**config.mk**
```make
export PLATFORM = sky130hd
export DESIGN_NAME = mem_arbiter_flat
export DESIGN_NICKNAME = d
export VERILOG_FILES = /design/src/rtl/mem_arbiter_if.sv /design/src/rtl/mem_arbiter.sv /design/src/flat_wrapper.sv
export SDC_FILE = /design/constraint.sdc
export NUM_CORES = 1
export LEC_CHECK = 0
export ABC_AREA = 1
export BUFFER_PORTS_ARGS = -buffer_cell sky130_fd_sc_hd__buf_2
export CORE_AREA = 2 2 91 93
export CTS_BUF_LIST = sky130_fd_sc_hd__clkbuf_4
export CTS_CLUSTER_SIZE = 8
export DETAILED_ROUTE_END_ITERATION = 10
export DIE_AREA = 0 0 93 95
export PLACE_DENSITY = 0.67
export SLEW_MARGIN = 10
export SYNTH_ARGS = -nofsm -noshare
export SYNTH_HDL_FRONTEND = slang
export SYNTH_SLANG_ARGS = --single-unit
```
**constraint.sdc**
```tcl
create_clock -name clk -period 4.2 [get_ports clk]
set_input_delay 0.63 -clock clk [delete_from_list [all_inputs] [get_ports clk]]
set_output_delay 0.63 -clock clk [all_outputs]
set_load 0.02 [all_outputs]
```
**src/rtl/mem_arbiter_if.sv**
```systemverilog
// ============================================================================
// Module      : mem_arbiter_if
// Description : Two-requester / single-RAM bus bundle for mem_arbiter.
// Revision    : 1.0 - initial release
// ============================================================================
`default_nettype none

interface mem_arbiter_if #(
  parameter int DATA_BITS = 32,
  parameter int MEM_ADDR  = 10
);
  logic                 r0_req;
  logic                 r0_we;
  logic [MEM_ADDR-1:0]  r0_addr;
  logic [DATA_BITS-1:0] r0_wdata;
  logic                 r0_gnt;
  logic                 r0_rvalid;
  logic [DATA_BITS-1:0] r0_rdata;

  logic                 r1_req;
  logic                 r1_we;
  logic [MEM_ADDR-1:0]  r1_addr;
  logic [DATA_BITS-1:0] r1_wdata;
  logic                 r1_gnt;
  logic                 r1_rvalid;
  logic [DATA_BITS-1:0] r1_rdata;

  logic                 mem_en;
  logic                 mem_we;
  logic [MEM_ADDR-1:0]  mem_addr;
  logic [DATA_BITS-1:0] mem_wdata;
  logic [DATA_BITS-1:0] mem_rdata;

  // Requesters plus the RAM model sit on the master side.
  modport master (
    output r0_req, r0_we, r0_addr, r0_wdata,
    input  r0_gnt, r0_rvalid, r0_rdata,
    output r1_req, r1_we, r1_addr, r1_wdata,
    input  r1_gnt, r1_rvalid, r1_rdata,
    input  mem_en, mem_we, mem_addr, mem_wdata,
    output mem_rdata
  );

  modport slave (
    input  r0_req, r0_we, r0_addr, r0_wdata,
    output r0_gnt, r0_rvalid, r0_rdata,
    input  r1_req, r1_we, r1_addr, r1_wdata,
    output r1_gnt, r1_rvalid, r1_rdata,
    output mem_en, mem_we, mem_addr, mem_wdata,
    input  mem_rdata
  );
endinterface

`default_nettype wire

```
**src/rtl/mem_arbiter.sv**
```systemverilog
// ============================================================================
// Module      : mem_arbiter
// Description : Two-port arbiter in front of a single-port synchronous RAM.
//               Fixed priority with burst limit by default; define
//               ARB_ROUND_ROBIN_EN for alternate-on-contention arbitration.
// Revision    : 1.0 - initial release
// ============================================================================
`default_nettype none

module mem_arbiter #(
  parameter int DATA_BITS = 32,
  parameter int MEM_ADDR  = 10,
  parameter int MAX_BURST = 4
) (
  input  wire logic     clk,
  input  wire logic     rst_n,
  mem_arbiter_if.slave  bus
);

  localparam int                 c_cnt_w     = $clog2(MAX_BURST + 1);
  localparam logic [c_cnt_w-1:0] c_max_burst = c_cnt_w'(MAX_BURST);
  localparam logic [c_cnt_w-1:0] c_one       = c_cnt_w'(1);

  typedef enum logic [1:0] {
    IDLE = 2'd0,
    OWN0 = 2'd1,
    OWN1 = 2'd2
  } state_t;

  state_t             r_state;
  logic [c_cnt_w-1:0] r_burst;
  logic               r_rd0;
  logic               r_rd1;

  logic               w_pick1;
  logic               w_gnt0;
  logic               w_gnt1;

  // w_pick1 decides contention only; a lone requester always wins.
`ifdef ARB_ROUND_ROBIN_EN
  assign w_pick1 = (r_state == OWN0);
`else
  assign w_pick1 = (r_state == OWN0) && (r_burst == c_max_burst);
`endif

  assign w_gnt0 = rst_n & bus.r0_req & ~(bus.r1_req &  w_pick1);
  assign w_gnt1 = rst_n & bus.r1_req & ~(bus.r0_req & ~w_pick1);

  assign bus.r0_gnt = w_gnt0;
  assign bus.r1_gnt = w_gnt1;

  always_comb begin
    bus.mem_en    = w_gnt0 | w_gnt1;
    bus.mem_we    = 1'b0;
    bus.mem_addr  = {MEM_ADDR{1'b0}};
    bus.mem_wdata = {DATA_BITS{1'b0}};
    if (w_gnt1) begin
      bus.mem_we    = bus.r1_we;
      bus.mem_addr  = bus.r1_addr;
      bus.mem_wdata = bus.r1_wdata;
    end else if (w_gnt0) begin
      bus.mem_we    = bus.r0_we;
      bus.mem_addr  = bus.r0_addr;
      bus.mem_wdata = bus.r0_wdata;
    end
  end

  always_ff @(posedge clk) begin
    if (!rst_n) begin
      r_state <= IDLE;
      r_burst <= '0;
      r_rd0   <= 1'b0;
      r_rd1   <= 1'b0;
    end else begin
      r_rd0 <= w_gnt0 & ~bus.r0_we;
      r_rd1 <= w_gnt1 & ~bus.r1_we;
      if (w_gnt0) begin
        r_state <= OWN0;
        if (r_state != OWN0)
          r_burst <= c_one;
        else if (r_burst != c_max_burst)
          r_burst <= r_burst + c_one;
      end else if (w_gnt1) begin
        r_state <= OWN1;
        if (r_state != OWN1)
          r_burst <= c_one;
        else if (r_burst != c_max_burst)
          r_burst <= r_burst + c_one;
      end else begin
        r_state <= IDLE;
        r_burst <= '0;
      end
    end
  end

  // Gating with rst_n drops a read that was in flight when reset arrives.
  assign bus.r0_rvalid = r_rd0 & rst_n;
  assign bus.r1_rvalid = r_rd1 & rst_n;
  assign bus.r0_rdata  = bus.mem_rdata;
  assign bus.r1_rdata  = bus.mem_rdata;

endmodule

`default_nettype wire

```
**src/flat_wrapper.sv**
```systemverilog
// flat-port wrapper written by rule: the top's interface ports become plain ports
module mem_arbiter_flat 
#(
  parameter int DATA_BITS = 32,
  parameter int MEM_ADDR  = 10,
  parameter int MAX_BURST = 4
)
  (clk, rst_n, bus_r0_req, bus_r0_we, bus_r0_addr, bus_r0_wdata, bus_r0_gnt, bus_r0_rvalid, bus_r0_rdata, bus_r1_req, bus_r1_we, bus_r1_addr, bus_r1_wdata, bus_r1_gnt, bus_r1_rvalid, bus_r1_rdata, bus_mem_en, bus_mem_we, bus_mem_addr, bus_mem_wdata, bus_mem_rdata);
  mem_arbiter_if #(.DATA_BITS(DATA_BITS), .MEM_ADDR(MEM_ADDR)) bus_i ();
  input  wire logic clk;
  input  wire logic rst_n;
  input wire logic [$bits(bus_i.r0_req)-1:0] bus_r0_req;
  input wire logic [$bits(bus_i.r0_we)-1:0] bus_r0_we;
  input wire logic [$bits(bus_i.r0_addr)-1:0] bus_r0_addr;
  input wire logic [$bits(bus_i.r0_wdata)-1:0] bus_r0_wdata;
  output wire logic [$bits(bus_i.r0_gnt)-1:0] bus_r0_gnt;
  output wire logic [$bits(bus_i.r0_rvalid)-1:0] bus_r0_rvalid;
  output wire logic [$bits(bus_i.r0_rdata)-1:0] bus_r0_rdata;
  input wire logic [$bits(bus_i.r1_req)-1:0] bus_r1_req;
  input wire logic [$bits(bus_i.r1_we)-1:0] bus_r1_we;
  input wire logic [$bits(bus_i.r1_addr)-1:0] bus_r1_addr;
  input wire logic [$bits(bus_i.r1_wdata)-1:0] bus_r1_wdata;
  output wire logic [$bits(bus_i.r1_gnt)-1:0] bus_r1_gnt;
  output wire logic [$bits(bus_i.r1_rvalid)-1:0] bus_r1_rvalid;
  output wire logic [$bits(bus_i.r1_rdata)-1:0] bus_r1_rdata;
  output wire logic [$bits(bus_i.mem_en)-1:0] bus_mem_en;
  output wire logic [$bits(bus_i.mem_we)-1:0] bus_mem_we;
  output wire logic [$bits(bus_i.mem_addr)-1:0] bus_mem_addr;
  output wire logic [$bits(bus_i.mem_wdata)-1:0] bus_mem_wdata;
  input wire logic [$bits(bus_i.mem_rdata)-1:0] bus_mem_rdata;
  assign bus_i.r0_req = bus_r0_req;
  assign bus_i.r0_we = bus_r0_we;
  assign bus_i.r0_addr = bus_r0_addr;
  assign bus_i.r0_wdata = bus_r0_wdata;
  assign bus_r0_gnt = bus_i.r0_gnt;
  assign bus_r0_rvalid = bus_i.r0_rvalid;
  assign bus_r0_rdata = bus_i.r0_rdata;
  assign bus_i.r1_req = bus_r1_req;
  assign bus_i.r1_we = bus_r1_we;
  assign bus_i.r1_addr = bus_r1_addr;
  assign bus_i.r1_wdata = bus_r1_wdata;
  assign bus_r1_gnt = bus_i.r1_gnt;
  assign bus_r1_rvalid = bus_i.r1_rvalid;
  assign bus_r1_rdata = bus_i.r1_rdata;
  assign bus_mem_en = bus_i.mem_en;
  assign bus_mem_we = bus_i.mem_we;
  assign bus_mem_addr = bus_i.mem_addr;
  assign bus_mem_wdata = bus_i.mem_wdata;
  assign bus_i.mem_rdata = bus_mem_rdata;
  mem_arbiter #(.DATA_BITS(DATA_BITS), .MEM_ADDR(MEM_ADDR), .MAX_BURST(MAX_BURST)) u_core (.clk(clk), .rst_n(rst_n), .bus(bus_i));
endmodule
```
==> flow_metrics.tcl <==
set metrics [dict create \
    finalSetupViolations 0 \
    grtUsageTotal_pct 9.24 \
    grt_remaining_overflow 0 \
    cts_setup_buffers 0 \
    drt_wl_total_mm 4.50 \
    cpMostUsedCell "nand2_1" \
    finalHoldViolCount 0 \
    holdWs_ns 0.545 \
    cts_buffers 3 \
    core-area_um2 7930 \
    dp_slack_ns 1.31 \
    gp_congestion 0.751 \
    clock_skew_ns 0.000950 \
    rsz0062_at_grt "no" \
    clk_transition_reported_paths_ns 0.05 \
    avgSynthCellArea_um2 5.39 \
    cts.path.max_buffers 2 \
    syn-cell-area_um2 1400 \
    ys_warn_count 0 \
    fp.dieH_um 95 \
    fin_crit_ns 2.93 \
    seq_area_frac_synth_pct 9.99 \
    slowest_stage "inv_2" \
    vias 1678 \
    p_leak_nw 1.21 \
    crit_buf_inv 4 \
    drive_gt1_share_pct 45.0 \
    fin_setup_tns_ns 0 \
    worstPathMaxFanout 46 \
    drc 0 \
    setup_slack_ns 1.27 \
    rows 33 \
    clock-root-buffer "clkbuf_4" \
    synth_nets 384 \
    min_path_type "input pin to flip-flop" \
    drtIter0Drc 50 \
    critPathLaunchType "flip-flop" \
    crit_family "buffers and inverters" \
    grt_pass1_vias 1486 \
    wl_per_cell_um 10.3 \
    ir_drop_mv 0.0611 \
    start_util_pct 17.7 \
    via_per_inst 3.85 \
    power_w 0.000287 \
    holdBufCountCts 0 \
    io_pins 234 \
    hpwl_mm 3.69 \
    critPathMaxStageDelay_ns 0.55 \
    status "finished clean" \
    ys_types 16 \
    relSlewSlack_pct 50.8 \
    die-area_um2 8840 \
    pwr_density_cell_nw_per_um2 164 \
    crit_chain "inv_1 > ha_1 > nand2_1 > inv_2 > nand3_1 > nand2_1 > inv_2 > nand2_1 > nand2_1 > buf_2" \
    cp.required_ns 3.57 \
    cts_tree "yes" \
    maxCapViolations 0 \
    grt_antenna_before_repair 2 \
    cts-resized-gates 0 \
    nets 454 \
    antenna_left 0 \
    path_class "flip-flop to output pin" \
    syn2layout_area_growth_pct 24.5 \
    h-tree-depth 1 \
    clock-sinks 7 \
    dieWidth_um 93 \
    ys_ff_latch 7 \
    critPathArrivalTime_ns 2.30 \
    worstSkewPairLatency_ns 0.25 \
    grt_start_max_net_pins 49 \
    cp-end-kind "output pin" \
    max_freq_mhz 342 \
    firstDrtPassIters 7 \
    grt_pass1_wl_mm 6.50 \
    post-route-period-util_pct 69.7 \
    synth_cells 260 \
    io_buffers 137 \
    tightest_slew_ns 0.737 \
    fin_util_pct 22.0 \
    drv_slew 0 \
]
## synthesized netlist by cell type, drive strengths merged
cell type / instances / share of area, %
ha: 2 / 1.8
nand2: 151 / 41
and3: 1 / 0.45
buf: 73 / 39
dfxtp: 7 / 10
nand4: 1 / 0.45
a21oi: 2 / 0.98
nand3: 4 / 1.4
nor2: 4 / 1.6
inv: 15 / 4.0
## area by class of cell
class | count | area, um2
Antenna cell | 2 | 5.00
Clock buffer | 4 | 30.0
Inverter | 15 | 56.3
Tap cell | 105 | 131
Multi-Input combinational cell | 165 | 671
Fill cell | 939 | 6180
Timing Repair Buffer | 138 | 713
Sequential cell | 7 | 140
## power by group
group          internal (W)   total, W  leakage, nW  switching, W
sequential        0.0000690  0.0000706       0.0574    0.00000164
combinational     0.0000618   0.000148         1.13     0.0000866
clock             0.0000427  0.0000682       0.0184     0.0000255
total              0.000173   0.000287         1.21      0.000114
## sequential cells by signal, indices dropped and copies added (netlist names)
register / flops
u_core.r_rd0: 1
u_core.r_state: 2
u_core.r_burst: 3
u_core.r_rd1: 1
## through the flow
| stage | area [um2] | instances |
|---|---|---|
| 2_1_floorplan | 1400 | 260 |
| 3_3_place_gp | 1680 | 429 |
| 3_5_place_dp | 1680 | 429 |
| 4_1_cts | 1710 | 433 |
| 5_1_grt | 1740 | 434 |
| 6_report | 1750 | 436 |
## worst paths after layout
kind / from / to / slack (ns) / depth (start not counted)
worst min-delay path: bus_r1_we / u_core.r_rd1 / 0.54 / 2
worst min register to register: u_core.r_state[0] / u_core.r_burst[0] / 0.61 / 4
worst max-delay path: u_core.r_burst[0] / bus_mem_wdata[31] / 1.27 / 10
worst max register to register: u_core.r_burst[0] / u_core.r_burst[0] / 2.40 / 9
## layout by cell type, fill, tap and decap left out
cell      netlist  routed
nand4_1         1       1
a21oi_4         0       1
dfxtp_1         7       7
and3_1          1       1
inv_1          12      12
inv_2           3       3
nand3_1         4       4
buf_2           5     137
nor2_4          1       1
clkbuf_4        0       4
a21oi_1         1       1
nor2_1          3       3
diode_2         0       2
buf_16          0       1
ha_1            2       2
nand2_1       150     150
nand2_2         1       1
## kinds of logic after synthesis
logic type                 share of synthesized area (%)
DFF                                                 9.99
buffers and inverters                               42.7
and+or+nand+nor                                     44.5
adders and majority gates                           1.78
AOI/OAI and AO/OA                                  0.981
## per-layer routing
| metal | GRT usage [%] | vias up | share of wire (%) |
|---|---|---|---|
| li1 | - | 847 | - |
| met1 | 9.31 | 684 | 36 |
| met2 | 16.1 | 106 | 45 |
| met3 | 3.35 | 41 | 13 |
| met4 | 6.00 | 0 | 5.7 |
| met5 | 0 | - | 0 |
(Power assumes the default switching activity.)
